[config.mk]
export PLATFORM = sky130hd
export DESIGN_NAME = sync_fifo
export DESIGN_NICKNAME = d
export VERILOG_FILES = /design/src/rtl/sync_fifo.sv
export SDC_FILE = /design/constraint.sdc
export NUM_CORES = 1
export LEC_CHECK = 0
export BUFFER_PORTS_ARGS = -buffer_cell sky130_fd_sc_hd__clkbuf_2
export CAP_MARGIN = 20
export CORE_MARGIN = 8
export CORE_UTILIZATION = 54
export DETAILED_ROUTE_END_ITERATION = 8
export MAX_ROUTING_LAYER = met4
export PLACE_DENSITY = 0.72
export SETUP_SLACK_MARGIN = 0.4
export SYNTH_ARGS = -nofsm -noshare
export SYNTH_HDL_FRONTEND = slang
export SYNTH_SLANG_ARGS = --single-unit
export TNS_END_PERCENT = 20
[constraint.sdc]
create_clock -name clk -period 9 [get_ports clk]
set_input_delay 1.35 -clock clk [delete_from_list [all_inputs] [get_ports clk]]
set_output_delay 1.35 -clock clk [all_outputs]
set_load 0.1 [all_outputs]
[src/rtl/sync_fifo.sv]
// Single-clock FIFO with a standard or first-word-fall-through read port,
// registered status flags, occupancy count and sticky overflow/underflow.
module sync_fifo #(
  parameter int DATA_SIZE  = 8,
  parameter int ADDR_SIZE  = 4,
  parameter int FWFT       = 0,
  parameter int AFULL_LVL  = (1 << ADDR_SIZE) - 2,
  parameter int AEMPTY_LVL = 2
) (
  input  logic                 clk,
  input  logic                 rst,
  input  logic                 wr_inc,
  input  logic [DATA_SIZE-1:0] wr_data,
  output logic                 wr_full,
  output logic                 wr_afull,
  input  logic                 rd_inc,
  output logic [DATA_SIZE-1:0] rd_data,
  output logic                 rd_valid,
  output logic                 rd_empty,
  output logic                 rd_aempty,
  output logic [ADDR_SIZE:0]   count,
  output logic                 overflow,
  output logic                 underflow
);

  localparam int DEPTH = 1 << ADDR_SIZE;
  localparam int PW    = ADDR_SIZE + 1;

  localparam logic [ADDR_SIZE:0] FULL_CNT   = PW'(DEPTH);
  localparam logic [ADDR_SIZE:0] AFULL_CNT  = PW'(AFULL_LVL);
  localparam logic [ADDR_SIZE:0] AEMPTY_CNT = PW'(AEMPTY_LVL);

  logic [DATA_SIZE-1:0] mem [DEPTH];

  logic [ADDR_SIZE:0]   wr_ptr, rd_ptr;
  logic [ADDR_SIZE:0]   wr_ptr_nxt, rd_ptr_nxt, count_nxt;
  logic [ADDR_SIZE-1:0] wr_addr, rd_addr;
  logic                 rd_acc, wr_acc;

  assign wr_addr = wr_ptr[ADDR_SIZE-1:0];
  assign rd_addr = rd_ptr[ADDR_SIZE-1:0];

  // A full FIFO still takes a write when a read frees a slot in the same cycle.
  assign rd_acc = rd_inc & ~rd_empty;
  assign wr_acc = wr_inc & (~wr_full | rd_acc);

  always_comb begin
    wr_ptr_nxt = wr_ptr + PW'(wr_acc);
    rd_ptr_nxt = rd_ptr + PW'(rd_acc);
    count_nxt  = wr_ptr_nxt - rd_ptr_nxt;
  end

  // Flags are derived from the next-state count so they are registered yet
  // line up with the edge that changes occupancy.
  always_ff @(posedge clk) begin
    if (rst) begin
      wr_ptr    <= '0;
      rd_ptr    <= '0;
      count     <= '0;
      wr_full   <= 1'b0;
      wr_afull  <= 1'b0;
      rd_empty  <= 1'b1;
      rd_aempty <= 1'b1;
      overflow  <= 1'b0;
      underflow <= 1'b0;
    end else begin
      wr_ptr    <= wr_ptr_nxt;
      rd_ptr    <= rd_ptr_nxt;
      count     <= count_nxt;
      wr_full   <= (count_nxt == FULL_CNT);
      wr_afull  <= (count_nxt >= AFULL_CNT);
      rd_empty  <= (count_nxt == '0);
      rd_aempty <= (count_nxt <= AEMPTY_CNT);
      overflow  <= overflow  | (wr_inc & ~wr_acc);
      underflow <= underflow | (rd_inc & rd_empty);
    end
  end

  always_ff @(posedge clk) begin
    if (!rst && wr_acc) begin
      mem[wr_addr] <= wr_data;
    end
  end

  if (FWFT == 0) begin : g_std
    logic [DATA_SIZE-1:0] data_q;
    logic                 valid_q;

    always_ff @(posedge clk) begin
      if (rst) begin
        data_q  <= '0;
        valid_q <= 1'b0;
      end else begin
        valid_q <= rd_acc;
        if (rd_acc) begin
          data_q <= mem[rd_addr];
        end
      end
    end

    assign rd_data  = data_q;
    assign rd_valid = valid_q;
  end else begin : g_fwft
    // Head word is shown directly; rd_inc acknowledges it.
    assign rd_data  = mem[rd_addr];
    assign rd_valid = ~rd_empty;
  end

endmodule

Yosys cells after proc, flatten, opt, wreduce, memory -nomap -nowiden
Memory sizes are Yosys's and may differ from the RTL's. A register that Yosys moved wholly into a read port is not among the register bits.
Cells that the tools add are included.
- logic and storage cells: 32
- input port bits: 12
- memories kept: 1
- output and inout port bits: 20
- memory bits (writable): 128
- register bits: 22
- memory list (name ; words ; width ; rd ports ; clocked after Yosys merged registers in ; wr ports ; RTL line ; text):
    mem ; 16 ; 8 ; 1 ; 1 ; 1 ; 33 ; logic [DATA_SIZE-1:0] mem [DEPTH];
- eq/ne operators: 1
- reduce and logical (&&, ||, !) cells: 3
- magnitude comparators: 2
- multiplexer cells: 2
- add/subtract/negate cells: 3
- bitwise gates (word level): 10
- operators by type and width (cell ; number):
    $add 5x1->5 ; 2
    $eq 5x5->1 const B ; 1
    $ge 5x4->1 const B ; 1
    $le 5x2->1 const B ; 1
    $logic_not 5->1 ; 1
    $sub 5x5->5 ; 1
    $and 1x1->1 ; 4
    $not 1->1 ; 3
    $or 1x1->1 ; 3
    $mux 1 ; 2
    $logic_and 1x1->1 ; 1
    $logic_not 1->1 ; 1

Longest topological paths before layout
Gate-level depths: netlist of run 1.
- word-level depth: 7
- depth in mapped cells: 14
- mapped depth without buffers: 12

Least setup slack after synthesis of run 1
OpenSTA, ideal clock, no wires.
- kind: input port to flip-flop
- from: input port rd_inc
- to: register rd_aempty
- arrival time: 3.904 ns
- setup time: 0.116 ns
- stages: 13
- buffers on the path: 2
- path slack: 4.979 ns
- required time: 8.884 ns
- path through: nand2b_1 clkbuf_1 clkbuf_1 a21oi_1 ha_1 ha_1 xnor2_1 ha_1 nor2_1 nand2_1 a31oi_4 xor2_2 a41o_1
- word-level cells in the longest chain between the ends: 6
- elaborated cells on any way between the ends: 7
- classes of those cells: add/sub (3); order compare (1); bitwise (3)
- ends and longest elaborated chain (item ; RTL line ; text):
    start: declaration ; 16 ; input logic rd_inc,
    $and 1x1->1 ; 44 ; assign rd_acc = rd_inc & ~rd_empty;
    $or 1x1->1 ; 45 ; assign wr_acc = wr_inc & (~wr_full | rd_acc);
    $and 1x1->1 ; 45 ;
    $add 5x1->5 ; 48 ; wr_ptr_nxt = wr_ptr + PW'(wr_acc);
    named net wr_ptr_nxt[1] ; 36 ; logic [ADDR_SIZE:0] wr_ptr_nxt, rd_ptr_nxt, count_nxt;
    $sub 5x5->5 ; 50 ; count_nxt = wr_ptr_nxt - rd_ptr_nxt;
    $le 5x2->1 ; 73 ; rd_aempty <= (count_nxt <= AEMPTY_CNT);
    end signal: assignment ; 73 ;
    end: declaration ; 20 ; output logic rd_aempty,
The timed path passes the listed nets, and every way through them passes these cells.
A chain may end at the register's enable or synchronous reset.

Final worst setup path of run 1
Same ends and word-level chain as after synthesis.

==> impl_metrics.py, run 1 <==
metrics = {
    "routing": {
        "totalWireLength_mm": 11.89,
        "viasPerCell": 5.835,
        "wire_per_inst_um": 21.74,
        "route.vias.total": 3192,
        "drc_errors": 0,
        "drt-pass1-iter-count": 4,
        "ant_nets": 0,
        "drt_iter0_drc": 251,
    },
    "synth": {
        "yosysSeqAreaShare": 0.7217,
        "synthesis.nets": 375,
        "syn_avg_cell_area_um2": 17.40,
        "ys_seq_elements": 158,
        "ys_types": 35,
        "synth_cells": 354,
        "syn_area_um2": 6158,
        "yosysWarnings": 0,
    },
    "floorplanning": {
        "start_util": 0.5463,
        "die-area_um2": 15080,
        "die_x_um": 122.8,
        "row_count": 39,
        "die_y_um": 122.8,
        "io_pins": 32,
        "core_um2": 11270,
    },
    "cts": {
        "cts_resized": 0,
        "cts_made_buffers": 17,
        "cts_tree": "built",
        "clock_path_buffers": 2,
        "cts-root-buf": "clkbuf_16",
        "htreeDepth": 4,
        "path_clk_slew_ns": 0.06,
        "clk_latency_ns": 0.42,
        "cts.sinks": 158,
        "ctsHoldBuffers": 0,
        "cts_setup_buffers": 0,
    },
    "power": {
        "pwr_density_cell_nw_per_um2": 272.8,
        "peakVddDrop_mv": 0.3015,
        "p_total_uw": 1918,
        "p_leak_uw": 0.002367,
    },
    "global_route": {
        "grt_overflow": 0,
        "antenna_found_initial": 0,
        "grt_pass1_wl_mm": 18.40,
        "grt_pass1_vias": 3285,
        "grt_start_max_net_pins": 34,
        "grt_usage": 0.1762,
    },
    "setup_path": {
        "start_kind": "primary input",
        "required_ns": 9.31,
        "crit_type": "in2reg",
        "cp.arrival_ns": 4.18,
        "path_max_fanout": 20,
        "rrSetupSlack_ns": 5.72,
        "critPathCaptureType": "flop",
    },
    "timing": {
        "maxSlewViolCount": 0,
        "max_slew_margin": 0.3757,
        "finClkSkew_ns": 0.007545,
        "period_share": 0.4296,
        "rsz0062_at_grt": "false",
        "fin_crit_ns": 3.867,
        "tightest_slew_ns": 0.9330,
        "setup_tns_ns": 0,
        "setup_violations": 0,
        "fmax_mhz": 258.6,
        "holdWs_ns": 0.4713,
        "hold_viol": 0,
    },
    "hold_path": {
        "hold_class": "reg2reg",
    },
    "layout": {
        "finalNetCount": 412,
        "syn2layout_area_growth_pct": 14.16,
        "fin_util": 0.6237,
        "antenna_cells": 0,
        "drive_above_1_share": 0.2550,
    },
    "placement": {
        "place.gp.congestion": 0.8040,
        "portBuffers": 31,
        "post-dp-hpwl_mm": 7.371,
    },
    "outcome": {
        "outcome": "finished clean",
    },
    "flow_run": {
        "maxCapViolCount": 0,
    },
}
## cells in the final DEF, fill, tap and decap left out, drive strengths merged, types with 6 or more instances in the layout
cell / instances
ha: 9
a21oi: 19
dfxtp: 30
a22oi: 16
mux4: 32
nor2b: 6
nand2b: 6
nor2: 37
clkbuf: 50
edfxtp: 128
xnor2: 8
inv: 12
## critical path, stage by stage
cell      delay (ns)
clkbuf_2        0.09
nand2b_1        0.55
a21oi_1         0.17
ha_1            0.25
ha_1            0.32
xnor2_1         0.15
ha_1            0.20
nor2_1          0.30
nand2_1         0.17
a31oi_4         0.24
xor2_2          0.12
a41o_1          0.26
## worst paths after layout
path                         from                   end  cells after the start
max                        rd_inc  rd_aempty$_SDFF_PP1_                     12
min          underflow$_SDFF_PP0_  underflow$_SDFF_PP0_                      2
max reg2reg   rd_empty$_SDFF_PP1_  rd_aempty$_SDFF_PP1_                     11
min reg2reg  underflow$_SDFF_PP0_  underflow$_SDFF_PP0_                      2
## per-stage QoR
stage / std cells / area, um^2 / setup slack (ns)
floorplan: 354 / 6158 / 4.979
global placement: 515 / 6461 / 4.867
detailed placement: 515 / 6461 / 4.754
CTS: 547 / 7030 / 5.151
global route: 547 / 7030 / 4.941
finish: 547 / 7030 / 5.133
## final cells by class
class	count	area, um^2
repair buffers	36	192.7
fillers	800	4242
clock buffers	19	432.9
multi-input cells	170	1614
well taps	143	178.9
flip-flops and latches	158	4446
inverters	8	30.03
clock inverters	13	136.4
## power breakdown
| group | switching [uW] | internal [uW] | total, uW |
|---|---|---|---|
| combinational | 280 | 114 | 393 |
| clock | 283 | 409 | 692 |
| sequential | 12.9 | 820 | 833 |
| total | 575 | 1340 | 1920 |
## layer usage
layer	vias to the layer above	GRT usage	share of wire
li1	1454	-	-
met1	1613	0.2044	0.40
met2	109	0.2841	0.51
met3	16	0.04922	0.072
met4	0	0.07464	0.018
met5	-	-	0
## cell usage after synthesis
library cell | n | share of area
nand2_1 | 4 | 0.0024
xnor2_1 | 7 | 0.010
a41o_1 | 1 | 0.0016
buf_2 | 6 | 0.0049
xnor2_2 | 1 | 0.0026
nand2b_1 | 6 | 0.0061
inv_1 | 8 | 0.0049
xor2_1 | 3 | 0.0043
nor3_1 | 5 | 0.0041
nand3b_1 | 2 | 0.0024
nor2_1 | 37 | 0.023
a211o_1 | 1 | 0.0014
and2_1 | 1 | 0.0010
dfxtp_1 | 30 | 0.098
edfxtp_1 | 128 | 0.62
nor2b_1 | 6 | 0.0061
xor2_2 | 2 | 0.0053
o21ai_0 | 2 | 0.0016
a22oi_1 | 16 | 0.020
nand3_1 | 5 | 0.0041
o22ai_1 | 1 | 0.0010
a31oi_1 | 1 | 0.0010
buf_1 | 3 | 0.0018
clkbuf_1 | 9 | 0.0055
o2bb2ai_1 | 1 | 0.0014
a31oi_4 | 1 | 0.0035
a21oi_1 | 19 | 0.015
and2b_1 | 1 | 0.0012
or3_1 | 2 | 0.0020
o21bai_1 | 1 | 0.0012
mux4_2 | 32 | 0.12
nor3b_1 | 1 | 0.0012
ha_1 | 9 | 0.018
o2111ai_1 | 1 | 0.0014
o21ai_2 | 1 | 0.0014
## sequential cells by signal, indices dropped and copies added (netlist names)
register and flops:
rd_ptr 5, count 5, wr_ptr 5, rd_valid 1, mem 128, rd_data 8
rd_aempty 1, underflow 1, wr_afull 1, rd_empty 1, overflow 1, wr_full 1
## logic make-up (layout without fill, tap and decap cells)
kind of cell	Yosys count	after routing	share of synthesized area
buffers and inverters	26	76	0.01707
XOR/XNOR	13	13	0.02215
AND/OR/NAND/NOR	70	70	0.05323
AO/OA/AOI/OAI	46	46	0.05059
adder cells (fa/ha/maj)	9	9	0.01829
multiplexers	32	32	0.1170
flip-flops	158	158	0.7217
(Power assumes the default switching activity.)
==> run 2: changes to the inputs <==
==> constraint.sdc (replaced) <==
create_clock -name clk -period 4.03 [get_ports clk]
set_input_delay 0.6045 -clock clk [delete_from_list [all_inputs] [get_ports clk]]
set_output_delay 0.6045 -clock clk [all_outputs]
set_load 0.1 [all_outputs]
==> impl_metrics.py, run 2 (synthesis gave the netlist of run 1 again) <==
metrics = {
    "timing": {
        "rsz0062_at_grt": "false",
        "tightest_slew_ns": 0.9873,
        "maxSlewViolCount": 0,
        "hold_viol": 0,
        "fmax_mhz": 341.7,
        "finClkSkew_ns": 0.007222,
        "period_share": 0.7262,
        "setup_tns_ns": 0,
        "max_slew_margin": 0.3394,
        "setup_violations": 0,
        "fin_crit_ns": 2.926,
    },
    "setup_path": {
        "r2r_end": "rd_aempty$_SDFF_PP1_",
        "reg2reg_depth": 12,
        "cp.arrival_ns": 3.24,
        "rrSetupSlack_ns": 1.10,
        "critPathCaptureType": "flop",
        "crit_type": "reg2reg",
        "start_kind": "flop",
        "r2r_start": "rd_empty$_SDFF_PP1_",
        "required_ns": 4.34,
        "path_max_fanout": 16,
    },
    "cts": {
        "cts_resized": 0,
        "cts_made_buffers": 17,
        "clock_path_buffers": 2,
        "htreeDepth": 4,
        "cts-root-buf": "clkbuf_16",
        "path_clk_slew_ns": 0.06,
        "cts.sinks": 158,
        "ctsHoldBuffers": 0,
        "clk_latency_ns": 0.43,
        "cts_setup_buffers": 0,
        "cts_tree": "built",
    },
    "global_route": {
        "grt_start_max_net_pins": 33,
        "grt_overflow": 0,
        "grt_pass1_wl_mm": 18.80,
        "antenna_found_initial": 0,
        "grt_usage": 0.1808,
        "grt_pass1_vias": 3382,
    },
    "routing": {
        "ant_nets": 0,
        "viasPerCell": 5.887,
        "totalWireLength_mm": 12.31,
        "drt-pass1-iter-count": 4,
        "drc_errors": 0,
        "wire_per_inst_um": 22.43,
        "drt_iter0_drc": 290,
        "route.vias.total": 3232,
    },
    "power": {
        "intPower_uw": 2886,
        "pwr-share-seq": 0.443,
        "p_switching_uw": 1322,
        "p_leak_uw": 0.002354,
        "combPwrFrac": 0.211,
        "p_clk_frac": 0.346,
        "p_sw_frac": 0.3141,
        "pwr_density_cell_nw_per_um2": 600.0,
        "peakVddDrop_mv": 0.4792,
    },
    "floorplanning": {
        "die_y_um": 122.8,
        "die-area_um2": 15080,
        "core_um2": 11270,
        "die_x_um": 122.8,
        "start_util": 0.5463,
        "row_count": 39,
        "io_pins": 32,
    },
    "layout": {
        "largest_reg_flops": 128,
        "finalNonFillerCells": 549,
        "syn2layout_area_growth_pct": 13.86,
        "final_common_cell": "edfxtp_1",
        "top_register": "mem",
        "drive_above_1_share": 0.2635,
        "antenna_cells": 0,
        "final_cell_mix": "128 x edfxtp_1, 37 x nor2_1, 32 x mux4_2",
        "finalNetCount": 414,
    },
    "hold_path": {
        "holdPathStages": 3,
        "hold_class": "in2reg",
        "holdPathEnd": "underflow$_SDFF_PP0_",
        "holdCritStartpoint": "rd_inc",
    },
    "placement": {
        "dp.cells": 517,
        "portBuffers": 31,
        "place.gp.congestion": 0.8190,
        "post-dp-hpwl_mm": 7.492,
    },
    "flow_run": {
        "maxCapViolCount": 0,
    },
    "outcome": {
        "outcome": "finished clean",
    },
}
==> run 2: worst max-delay path by stage <==
stage                                end           startpoint  cells past startpoint
finish              rd_aempty$_SDFF_PP1_  rd_empty$_SDFF_PP1_                     12
global route        rd_aempty$_SDFF_PP1_  rd_empty$_SDFF_PP1_                     12
CTS                 rd_aempty$_SDFF_PP1_  rd_empty$_SDFF_PP1_                     12
detailed placement  rd_aempty$_SDFF_PP1_               rd_inc                     13
global placement    rd_aempty$_SDFF_PP1_               rd_inc                     13
floorplan           rd_aempty$_SDFF_PP1_  rd_empty$_SDFF_PP1_                     13
==> run 2: area by class of cell <==
type / count / area [um^2]
Timing Repair Buffer: 38 / 207.7
Sequential cell: 158 / 4447
Clock buffer: 18 / 429.2
Clock inverter: 14 / 110.1
Tap cell: 143 / 178.9
Multi-Input combinational cell: 170 / 1609
Inverter: 8 / 30.03
Fill cell: 774 / 4260
==> run 2: metal layers <==
layer,routed length (um),track usage
met2,6433,0.2960
met5,0,-
met4,297,0.08606
met1,4840,0.2059
met3,744,0.04416
==> run 2: worst max-delay path, stage by stage (launching register included) <==
cell and delay (ns):
dfxtp_2 0.34, nand2b_1 0.20, buf_4 0.25, a21oi_1 0.10, ha_1 0.22, ha_1 0.33
xnor2_1 0.14, ha_1 0.19, nor2_1 0.30, nand2_1 0.16, a31oi_4 0.24, xor2_2 0.12
a41o_1 0.25
==> run 2: metrics by stage <==
step	setup slack (ns)	util	cell area (um^2)	total power, uW	hold WS, ns
floorplan	0.5946	-	6160	2617	0.4865
global placement	0.9096	0.5742	6472	2769	0.4496
detailed placement	0.7881	0.5742	6472	2782	0.4692
CTS	1.111	0.6220	7012	4232	0.4277
global route	0.9022	0.6220	7012	4354	0.4490
finish	1.104	0.6220	7012	4207	0.4403
==> run 2: power groups by stage <==
| stage | Sequential (uW) | Combinational (uW) | Clock [uW] |
|---|---|---|---|
| 4_1_cts | 1870 | 892 | 1470 |
| 6_report | 1860 | 888 | 1450 |
| 5_1_grt | 1870 | 942 | 1540 |
| 2_1_floorplan | 2230 | 384 | 0 |
| 3_5_place_dp | 1900 | 882 | 0 |
| 3_3_place_gp | 1900 | 871 | 0 |
